==> config.mk <==
export PLATFORM = sky130hd
export DESIGN_NAME = vector_packer
export DESIGN_NICKNAME = d
export VERILOG_FILES = /design/src/rtl/vector_packer_pkg.sv /design/src/rtl/vector_field_mask.sv /design/src/rtl/vector_packer.sv
export SDC_FILE = /design/constraint.sdc
export NUM_CORES = 1
export LEC_CHECK = 0
export BUFFER_PORTS_ARGS = -buffer_cell sky130_fd_sc_hd__buf_2
export CAP_MARGIN = 20
export CORE_MARGIN = 2
export CORE_UTILIZATION = 59
export CTS_BUF_LIST = sky130_fd_sc_hd__clkbuf_4
export CTS_CLUSTER_DIAMETER = 60
export DETAILED_ROUTE_END_ITERATION = 8
export PLACE_DENSITY = 0.83
export SYNTH_ARGS = -nofsm -noshare
export SYNTH_HDL_FRONTEND = slang
export SYNTH_SLANG_ARGS = --single-unit
==> constraint.sdc <==
create_clock -name clk -period 3 [get_ports clk]
set_clock_uncertainty 0.1 [all_clocks]
set_input_delay 0.6 -clock clk [delete_from_list [all_inputs] [get_ports clk]]
set_output_delay 0.6 -clock clk [all_outputs]
set_load 0.005 [all_outputs]
==> src/rtl/vector_packer_pkg.sv <==
// Shared types and width helpers for the vector_packer streaming bit-field concatenator.
package vector_packer_pkg;

   typedef enum logic [1:0] {
      S_ACC   = 2'd0,
      S_FULL  = 2'd1,
      S_FLUSH = 2'd2
   } state_t;

   // Bits needed to express a field length of 0..inW.
   function automatic int lenWidth(input int inW);
      return $clog2(inW + 1);
   endfunction

   // Bits needed to count the accumulator fill, 0..outW+inW.
   function automatic int fillWidth(input int inW, input int outW);
      return $clog2(outW + inW + 1);
   endfunction

endpackage

==> src/rtl/vector_field_mask.sv <==
// Clamps a field length to IN_W and zeroes every data bit at or above that length.
module vector_field_mask
   import vector_packer_pkg::*;
#(
   parameter  int IN_W  = 8,
   localparam int LEN_W = lenWidth(IN_W)
) (
   input  logic [IN_W-1:0]  i_data,
   input  logic [LEN_W-1:0] i_len,
   output logic [IN_W-1:0]  o_data,
   output logic [LEN_W-1:0] o_len
);

   always_comb begin
      o_len = (i_len > LEN_W'(IN_W)) ? LEN_W'(IN_W) : i_len;
      for (int i = 0; i < IN_W; i++) begin
         o_data[i] = i_data[i] & (LEN_W'(i) < o_len);
      end
   end

endmodule

==> src/rtl/vector_packer.sv <==
// Packs variable-width fields back-to-back into OUT_W-bit words with valid/ready on both sides.
// Define VECTOR_PACKER_MSB_FIRST_EN for MSB-first packing (first field in the top bits).
module vector_packer
   import vector_packer_pkg::*;
#(
   parameter  int IN_W   = 8,
   parameter  int OUT_W  = 16,
   localparam int LEN_W  = lenWidth(IN_W),
   localparam int FILL_W = fillWidth(IN_W, OUT_W)
) (
   input  logic              clk,
   input  logic              rst_n,
   input  logic              in_valid,
   output logic              in_ready,
   input  logic [IN_W-1:0]   in_data,
   input  logic [LEN_W-1:0]  in_len,
   input  logic              in_last,
   output logic              out_valid,
   input  logic              out_ready,
   output logic [OUT_W-1:0]  out_data,
   output logic [FILL_W-1:0] out_bits
);

   localparam int ACC_W = OUT_W + IN_W;

   generate
      if (OUT_W < IN_W) begin : g_widthCheck
         $error("vector_packer: OUT_W (%0d) must be >= IN_W (%0d)", OUT_W, IN_W);
      end
   endgenerate

   state_t             r_state;
   state_t             w_stateNext;
   logic [ACC_W-1:0]   r_acc;
   logic [ACC_W-1:0]   w_accNext;
   logic [FILL_W-1:0]  r_fill;
   logic [FILL_W-1:0]  w_fillNext;
   logic               r_lastPend;
   logic               w_lastPendNext;

   logic [IN_W-1:0]    w_field;
   logic [LEN_W-1:0]   w_len;
   logic [ACC_W-1:0]   w_fieldExt;
   logic [ACC_W-1:0]   w_fieldPlaced;
   logic [ACC_W-1:0]   w_accDrained;
   logic [OUT_W-1:0]   w_word;
   logic [FILL_W-1:0]  w_fillSum;
   logic               w_inFire;
   logic               w_outFire;

   vector_field_mask #(.IN_W(IN_W)) u_mask (
      .i_data (in_data),
      .i_len  (in_len),
      .o_data (w_field),
      .o_len  (w_len)
   );

   assign w_fieldExt = {{OUT_W{1'b0}}, w_field};
   assign w_fillSum  = r_fill + FILL_W'(w_len);

`ifdef VECTOR_PACKER_MSB_FIRST_EN
   // The accumulator is left-justified: the oldest bit sits at ACC_W-1.
   assign w_fieldPlaced = w_fieldExt << (FILL_W'(ACC_W) - w_fillSum);
   assign w_accDrained  = r_acc << OUT_W;
   assign w_word        = r_acc[ACC_W-1 -: OUT_W];
`else
   assign w_fieldPlaced = w_fieldExt << r_fill;
   assign w_accDrained  = r_acc >> OUT_W;
   assign w_word        = r_acc[OUT_W-1:0];
`endif

   assign in_ready  = (r_state == S_ACC);
   assign out_valid = (r_state != S_ACC);
   assign w_inFire  = in_valid & in_ready;
   assign w_outFire = out_valid & out_ready;
   assign out_data  = out_valid ? w_word : '0;

   always_comb begin
      out_bits = '0;
      case (r_state)
         S_FULL:  out_bits = FILL_W'(OUT_W);
         S_FLUSH: out_bits = r_fill;
         default: out_bits = '0;
      endcase
   end

   always_comb begin
      w_stateNext    = r_state;
      w_accNext      = r_acc;
      w_fillNext     = r_fill;
      w_lastPendNext = r_lastPend;
      case (r_state)
         S_ACC: begin
            if (w_inFire) begin
               w_accNext  = r_acc | w_fieldPlaced;
               w_fillNext = w_fillSum;
               if (w_fillSum >= FILL_W'(OUT_W)) begin
                  w_stateNext    = S_FULL;
                  w_lastPendNext = in_last;
               end else if (in_last && (w_fillSum != '0)) begin
                  w_stateNext = S_FLUSH;
               end
            end
         end
         S_FULL: begin
            if (w_outFire) begin
               w_accNext      = w_accDrained;
               w_fillNext     = r_fill - FILL_W'(OUT_W);
               w_lastPendNext = 1'b0;
               w_stateNext    = (r_lastPend && (w_fillNext != '0)) ? S_FLUSH : S_ACC;
            end
         end
         S_FLUSH: begin
            if (w_outFire) begin
               w_accNext   = '0;
               w_fillNext  = '0;
               w_stateNext = S_ACC;
            end
         end
         default: begin
            w_stateNext    = S_ACC;
            w_accNext      = '0;
            w_fillNext     = '0;
            w_lastPendNext = 1'b0;
         end
      endcase
   end

   always_ff @(posedge clk or negedge rst_n) begin
      if (!rst_n) begin
         r_state    <= S_ACC;
         r_acc      <= '0;
         r_fill     <= '0;
         r_lastPend <= 1'b0;
      end else begin
         r_state    <= w_stateNext;
         r_acc      <= w_accNext;
         r_fill     <= w_fillNext;
         r_lastPend <= w_lastPendNext;
      end
   end

endmodule

==> results of run 1 <==
==> worst max-delay path: cells and delay by family, from the launching register on <==
kind,cells,cell delay [ns]
AND/OR/NAND/NOR,1,0.07
flip-flops,1,0.45
adder cells (fa/ha/maj),1,0.53
buffers and inverters,3,0.58
==> metal layers <==
metal	wire length, µm	vias up	GRT usage, %
li1	-	1181	-
met2	3030	124	42.8
met3	516	15	6.83
met5	0	-	0
met4	136	0	8.93
met1	2810	1165	38.6
==> cell type report <==
cell class              instances  share of cell area [%]
multi-input cells             239                    56.1
flip-flops and latches         32                    28.5
repair buffers                 45                    8.56
well taps                      50                    2.23
inverters                      13                    1.74
clock inverters                 3                    1.52
clock buffers                   5                    1.34
==> cell families after synthesis <==
| family | count (synthesis) | share of synthesized area, % |
|---|---|---|
| fa+ha+maj | 9 | 4.77 |
| flops | 32 | 31.8 |
| buf+inv | 34 | 5.72 |
| xor+xnor | 3 | 1.04 |
| mux | 14 | 6.71 |
| compound gates | 104 | 27.9 |
| simple gates | 109 | 22.1 |
==> sequential cells by signal, indices dropped and copies added, names as in the netlist <==
name,cells
r_lastPend,1
r_state,2
r_acc,24
r_fill,5
==> through the flow <==
step	worst slack (ns)	total power [mW]	area, µm²	std cells
after floorplan	0.435	1.84	2520	305
after global placement	0.233	2.22	2730	379
after detailed placement	0.161	2.26	2730	379
after CTS	0.318	2.60	2810	387
after global routing	0.138	2.82	2810	387
final	0.321	2.61	2810	387
==> layout by cell type (no fill, tap or decap), drive strengths merged, types with 2 or more instances in the layout <==
master and n:
a211oi 5, a21o 5, a21oi 26, a221oi 5
a22oi 5, a31o 3, a31oi 4, a41oi 2
and3 9, buf 45, clkbuf 5, clkinv 3
dfrtp 32, ha 8, inv 11, mux2 3
mux2i 11, nand2 25, nand3 8, nor2 28
nor2b 23, nor3 4, o2111ai 2, o211ai 3
o21ai 24, o22ai 9, or3 5, xnor2 2
==> power groups by stage <==
stage / sequential, mW / clock [mW] / combinational [mW]
CTS: 0.693 / 0.337 / 1.57
global placement: 0.695 / 0 / 1.52
detailed placement: 0.704 / 0 / 1.55
global route: 0.720 / 0.352 / 1.75
finish: 0.697 / 0.333 / 1.58
floorplan: 0.647 / 0 / 1.20
==> worst min path at each step <==
| stage | from | endpoint | slack, ns | depth (start not counted) |
|---|---|---|---|---|
| after floorplan | rst_n | r_acc[0] | 0.20 | 0 |
| after global placement | r_acc[0] | r_acc[0] | 0.36 | 2 |
| after detailed placement | r_acc[2] | r_acc[2] | 0.38 | 2 |
| after global routing | rst_n | r_acc[19] | 0.25 | 1 |
| after CTS | rst_n | r_acc[15] | 0.22 | 1 |
| final | rst_n | r_fill[0] | 0.19 | 1 |
==> impl_results.md, run 1 <==
- DRC errors left: 0
- CTS Buf Count: 5
- RePlAce Congestion: 0.896
- Cell Chain, Critical Path: inv_1, ha_1, buf_4, nor2b_1, buf_2
- Via count: 2485
- Num rows: 23
- Layout cell share with drive strength beyond 1: 20.5%
- # diodes: 0
- Post-Syn Nets: 331
- Post-CTS Resized: 0
- Die height: 69.3 µm
- Routed wire per std cell: 16.8 µm
- Root buffer cell: clkbuf_4
- Number of synthesized register bits: 32
- Multi-input logic area: 1570 µm²
- CTS tree: yes
- Mapped Cells: 305
- Core Area: 4060 µm²
- Crit path arrival time: 1.98 ns
- Yosys top cell area share: 31.8%
- Critical Path Start Type: flop
- First-pass GRT wire length: 10.8 mm
- Maximum VDD drop: 415 µV
- Final wirelength: 6.49 mm
- Unrepaired setup endpoints after global routing: false
- Mapped Area: 2520 µm²
- DRT antenna net count: 0
- Initial antenna violation count: 0
- Worst Setup EP: out_data[10]
- Rel. slew slack: 47.6%
- Syn_area_per_cell: 8.25 µm²
- H-tree levels: 2
- FF-to-FF End: r_acc[10]
- Total GRT Usage: 27.8%
- Worst EP required: 2.30 ns
- WHS: 0.192 ns
- Reg2reg setup slack: 0.41 ns
- Num Clock Sinks: 32
- Die area: 4810 µm²
- Final Util: 69.1%
- CP max stage cell: ha_1
- Comb pwr share: 60.6%
- Final-layout fill cell count: 349
- Final nets: 362
- FF-to-FF Start: r_state[0]
- Clk pwr share: 12.7%
- TritonRoute pass-1 iters: 5
- Area grow syn2layout: 11.4%
- Post-CTS setup buffers: 0
- Async S/R FF share, synth: 100%
- Synth cell count leaders: dfrtp_1 (32), a21oi_1 (26), nor2_1 (26)
- Outcome: finished clean
- IO Port Bufs: 39
- Slowest Stage Delay on Critical Path: 0.53 ns
- R2R cell count: 7
- DRT iter0 DRCs: 258
- Top Ports: 40
- Switching part of the total: 48.5%
- Post-synthesis cell type count: 56
- WS Path Type: flop to output pin
- Hold Vio Cnt, Final: 0
- Number of max-cap violations: 0
- Hold_buf cts: 0
- Initial Util: 62.0%
- Part of the cycle the worst path needs: 89.3%
- Die W: 69.3 µm
- Number of global-route vias before repair: 2232
- Top cells by area, synth: dfrtp_1 (32%), nor2b_1 (5.7%), a21oi_1 (5.2%), o21ai_0 (4.2%), ha_1 (4.0%)
- Post-synth top area cell: dfrtp_1
- Max-slew violation count: 0
- PD cells: 932 nW/µm²
- Detailed placement HPWL: 4.80 mm
- Worst-margin pin slew: 0.781 ns
- Worst min-delay path class: input port to async pin
- Net Sw Power: 1.27 mW
- F_max: 0.373 GHz
- Main synth FF type: dfrtp_1
- Skew-Pair Late Insertion Delay: 0.35 ns
- Clock-pin slew on the worst setup and hold paths: 0.10 ns
- Reg area: 801 µm²
- DR vias/cell: 6.42
- Final min period: 2.68 ns
- Setup TNS: 0 ns
- Yosys warning count: 0
- Count leader, synth: dfrtp_1
- Internal Power: 1.35 mW
- CP startpoint: r_state[0]
- Final setup fails: 0
- CP Capture Type: output pin
- Max clock buf depth: 2
- Seq pwr share: 26.7%
- Sequential share of the synthesized area: 31.8%
- Number of flops mapped to enable cells by yosys: 0
- Gr ovfl total: 0
- Leak pwr: 1.30 nW
- Worst-path fanout max: 20
- Pin count of the biggest net entering global routing: 33
No activity file was read; power rests on OpenSTA's default activity.
==> run 2: changes to the inputs <==
Settings changed: BUFFER_PORTS_ARGS -buffer_cell sky130_fd_sc_hd__buf_2 to default, CORE_ASPECT_RATIO from default to 1.75, CORE_UTILIZATION 59 to 66, CTS_CLUSTER_SIZE from default to 12, DONT_BUFFER_PORTS from default to 1, PLACE_DENSITY 0.83 to 0.82.
==> run 2 against run 1 <==
  * Fmax is 3.6% higher
  * Via count is 5.3% lower
  * Die area is 9.6% lower
  * Sequential power hardly changed
  * Non-clock buffer count is 36 lower
  * Wire length hardly changed
  * Utilization is 3.6 points higher
  * First-iteration DRC count is 53% lower
  * Sequential share of layout area is 1.8 points higher
  * Critical path type is now flop to flop
  * Critical endpoint is now r_acc[14]
==> impl_results.md, run 2 (same netlist as run 1, synthesis figures left out) <==
- Biggest register: r_acc
- Part of the cycle the worst path needs: 86.2%
- Detailed placement HPWL: 4.88 mm
- Worst min-delay path class: input port to flop
- DRC errors left: 0
- Max clock buf depth: 2
- Hold_sp: in_last
- Worst-margin pin slew: 0.678 ns
- Leak pwr: 1.13 nW
- Post-CTS Resized: 0
- Most common cell after layout, fill and taps aside: dfrtp_1
- Num Clock Sinks: 32
- Max FFs per register: 24
- Unrepaired setup endpoints after global routing: false
- Root buffer cell: clkbuf_4
- CP Capture Type: flop
- Most frequent cells in the layout: dfrtp_1 (32), a21oi_1 (26), nor2_1 (26)
- Post-Place Worst Slack: 0.382 ns
- Wl on met1: 2.50 mm
- Hold Vio Cnt, Final: 0
- F_max: 0.387 GHz
- R2R cell count: 7
- RePlAce Congestion: 0.984
- Initial antenna violation count: 0
- Post-CTS setup buffers: 0
- Max-slew violation count: 0
- Final min period: 2.59 ns
- Final Worst Setup Slack: 0.414 ns
- DR vias/cell: 6.78
- WL met2: 3.27 mm
- Worst-path fanout max: 13
- Clock-pin slew on the worst setup and hold paths: 0.10 ns
- Setup TNS: 0 ns
- Final wirelength: 6.49 mm
- Die area: 4340 µm²
- Routed wire per std cell: 18.7 µm
- Initial Util: 69.4%
- # diodes: 0
- Die height: 85.7 µm
- Final-layout fill cell count: 318
- Crit path arrival time: 2.75 ns
- Hold EP: r_lastPend
- WS Path Type: flop to flop
- Core Area: 3630 µm²
- Reg2reg setup slack: 0.41 ns
- Pin count of the biggest net entering global routing: 33
- DRT iter0 DRCs: 120
- DR WL met3: 397 µm
- CTS tree: yes
- Worst EP required: 3.17 ns
- Layout cell share with drive strength beyond 1: 9.97%
- Number of global-route vias before repair: 2395
- Hold Path Stages: 2
- Top Registers: r_acc x24, r_fill x5, r_state x2
- FF-to-FF End: r_acc[14]
- Rel. slew slack: 54.6%
- Final setup fails: 0
- Maximum VDD drop: 770 µV
- Outcome: finished clean
- Critical Path Start Type: flop
- Via count: 2354
- Top Ports: 40
- Final nets: 326
- CTS Buf Count: 5
- FF-to-FF Start: r_state[0]
- H-tree levels: 2
- Total GRT Usage: 33.5%
- DRT antenna net count: 0
- Gr ovfl total: 0
- IO Port Bufs: 0
- Skew-Pair Late Insertion Delay: 0.34 ns
- First-pass GRT wire length: 11.1 mm
- Die W: 50.7 µm
- Area grow syn2layout: 4.77%
- Num rows: 29
- Highest routing layer actually used: met4
- Number of max-cap violations: 0
- PD cells: 964 nW/µm²
- TritonRoute pass-1 iters: 4
run 2: through the flow:
stage          power [mW]  area, µm²  hold slack (ns)  std cells  util (%)
3_5_place_dp         2.19       2530            0.205        337      69.8
2_1_floorplan        1.84       2520            0.204        305         -
4_1_cts              2.52       2640            0.336        347      72.7
5_1_grt              2.75       2640            0.350        347      72.7
6_report             2.54       2640            0.339        347      72.7
3_3_place_gp         2.15       2530            0.205        337      69.8
run 2: critical path: stages (launching register included):
cell and delay [ns]:
dfrtp_1 0.42, inv_1 0.10, ha_1 0.32, or3b_1 0.51, a21o_1 0.39, nor2_2 0.36, o2111ai_1 0.18, o21ai_1 0.14
run 2: power breakdown:
group	internal (mW)	switching, mW
Clock	0.170	0.152
Sequential	0.571	0.125
Combinational	0.557	0.967
Total	1.30	1.24
run 2: worst max-delay path by stage:
stage                          start          to  depth (start not counted)
after floorplan            in_len[3]  r_state[1]                          9
after global placement     in_len[0]  r_state[1]                          8
after detailed placement   in_len[0]  r_state[1]                          8
after CTS                 r_state[0]   r_acc[10]                          7
after global routing      r_state[0]   r_acc[10]                          7
final                     r_state[0]   r_acc[14]                          7
run 2: cell type report:
type / instances / area [µm²] / area share (%)
sequential: 32 / 801 / 30.4
multi-input combinational: 239 / 1570 / 59.6
timing repair buffer: 9 / 82.6 / 3.13
clock buffer: 5 / 37.5 / 1.42
tap: 46 / 57.6 / 2.18
inverter: 13 / 48.8 / 1.85
clock inverter: 3 / 37.5 / 1.42
run 2: metal layers:
| layer | global-route usage, % | vias up |
|---|---|---|
| li1 | - | 1104 |
| met1 | 40.3 | 1104 |
| met2 | 56.0 | 111 |
| met3 | 5.23 | 35 |
| met4 | 18.9 | 0 |
| met5 | 0 | - |
run 2: timing repair:
| item | CTS | global route |
|---|---|---|
| hold buffers | 2 | 0 |
| setup endpoints to repair | 0 | 0 |
| endpoints found under the hold margin | 32 | 0 |
==> run 3: changes to the inputs <==
Settings changed: CORE_UTILIZATION 66 to 55, PLACE_DENSITY 0.82 to 0.7.
==> run 3 against run 2 <==
  * Die area rose by 19%
  * Clock power up 6.2%
  * Global-route usage down 4.3 points
  * Worst hold slack got worse by 0.0061 ns
==> impl_results.md, run 3 (same netlist as run 1, synthesis figures left out) <==
- Max clock buf depth: 2
- Clock-pin slew on the worst setup and hold paths: 0.11 ns
- Num Clock Sinks: 32
- Via count: 2314
- Critical Path Start Type: flop
- Initial antenna violation count: 0
- Max-slew violation count: 0
- Leak pwr: 1.13 nW
- Final Util: 60.1%
- Area grow syn2layout: 5.22%
- Design Area, Final: 2650 µm²
- Non-Filler Instances: 352
- Crit path arrival time: 2.75 ns
- DRC errors left: 0
- Num rows: 32
- Final nets: 326
- F_max: 0.391 GHz
- IO Port Bufs: 0
- Skew-Pair Late Insertion Delay: 0.35 ns
- Maximum VDD drop: 694 µV
- DR vias/cell: 6.57
- PD cells: 967 nW/µm²
- Final-layout fill cell count: 426
- Number of max-cap violations: 0
- Final Worst Setup Slack: 0.440 ns
- Hold Vio Cnt, Final: 0
- Routed wire per std cell: 19.2 µm
- Worst-path fanout max: 13
- Part of the cycle the worst path needs: 85.3%
- Top Ports: 40
- Die W: 55.1 µm
- WHS: 0.333 ns
- Most frequent cells in the layout: dfrtp_1 (32), a21oi_1 (26), nor2_1 (26)
- DP Area: 2540 µm²
- Rel. slew slack: 53.5%
- Die height: 93.5 µm
- DRT antenna net count: 0
- Total GRT Usage: 29.2%
- Initial Util: 57.2%
- CTS tree: yes
- Total power: 2.56 mW
- Worst-margin pin slew: 0.694 ns
- # diodes: 0
- Unrepaired setup endpoints after global routing: false
- Gr ovfl total: 0
- Biggest register: r_acc
- Top Registers: r_acc x24, r_fill x5, r_state x2
- Post-CTS Resized: 0
- Final wirelength: 6.76 mm
- Die area: 5160 µm²
- Layout cell share with drive strength beyond 1: 10.6%
- Final setup fails: 0
- Core Area: 4400 µm²
- Worst min-delay path class: input port to flop
- First-pass GRT wire length: 11.1 mm
- Post-CTS setup buffers: 0
- WS Path Type: flop to flop
- Detailed placement HPWL: 4.99 mm
- Setup TNS: 0 ns
- Final min period: 2.56 ns
- Worst EP required: 3.19 ns
- H-tree levels: 2
- Root buffer cell: clkbuf_4
- Placed Cells: 342
- Hold_buf cts: 2
- RePlAce Congestion: 0.970
- CTS Buf Count: 5
- Number of global-route vias before repair: 2245
- Pin count of the biggest net entering global routing: 33
- CP Capture Type: flop
- Outcome: finished clean
- Post-Place Worst Slack: 0.356 ns
- Max FFs per register: 24
- DRT iter0 DRCs: 100
- Most common cell after layout, fill and taps aside: dfrtp_1
- TritonRoute pass-1 iters: 4
[run 3: worst max-delay path: stages (launching register included)]
cell and delay (ns):
dfrtp_1 0.42, inv_1 0.08, ha_1 0.32, or3b_1 0.50, a21o_1 0.38, nor2_2 0.36, o211ai_1 0.16, a21oi_1 0.17
[run 3: where the power goes]
group	total (mW)	internal [mW]	leakage (nW)	switching (mW)
clock network	0.342	0.174	0.0412	0.169
logic	1.52	0.557	0.664	0.966
registers	0.694	0.571	0.430	0.123
total	2.56	1.30	1.13	1.26
[run 3: per-layer routing]
metal	share of wire [%]	GRT usage, %	vias up	wire length, µm
li1	-	-	1107	-
met1	41	38.8	1112	2760
met2	52	46.2	77	3490
met3	4.5	3.51	18	304
met4	2.9	12.8	0	197
met5	0	0	-	0
[run 3: path summary, 6_finish.rpt]
check | slack, ns | from | endpoint | depth (start not counted)
setup / recovery | 0.44 | r_state[0] | r_acc[18] | 7
hold reg to reg | 0.38 | r_acc[1] | r_acc[1] | 2
max in group asynchronous | 2.04 | rst_n | r_acc[14] | 2
setup reg to reg | 0.44 | r_state[0] | r_acc[18] | 7
min in group asynchronous | 0.57 | rst_n | r_state[1] | 2
hold / removal | 0.33 | in_last | r_lastPend | 2
[run 3: cell type report]
cell class	count	area, µm²	share of cell area (%)
clock buffers	5	37.5	1.42
multi-input cells	239	1570	59.4
clock inverters	3	42.5	1.61
inverters	13	48.8	1.84
flip-flops and latches	32	801	30.2
repair buffers	9	82.6	3.12
well taps	51	63.8	2.41
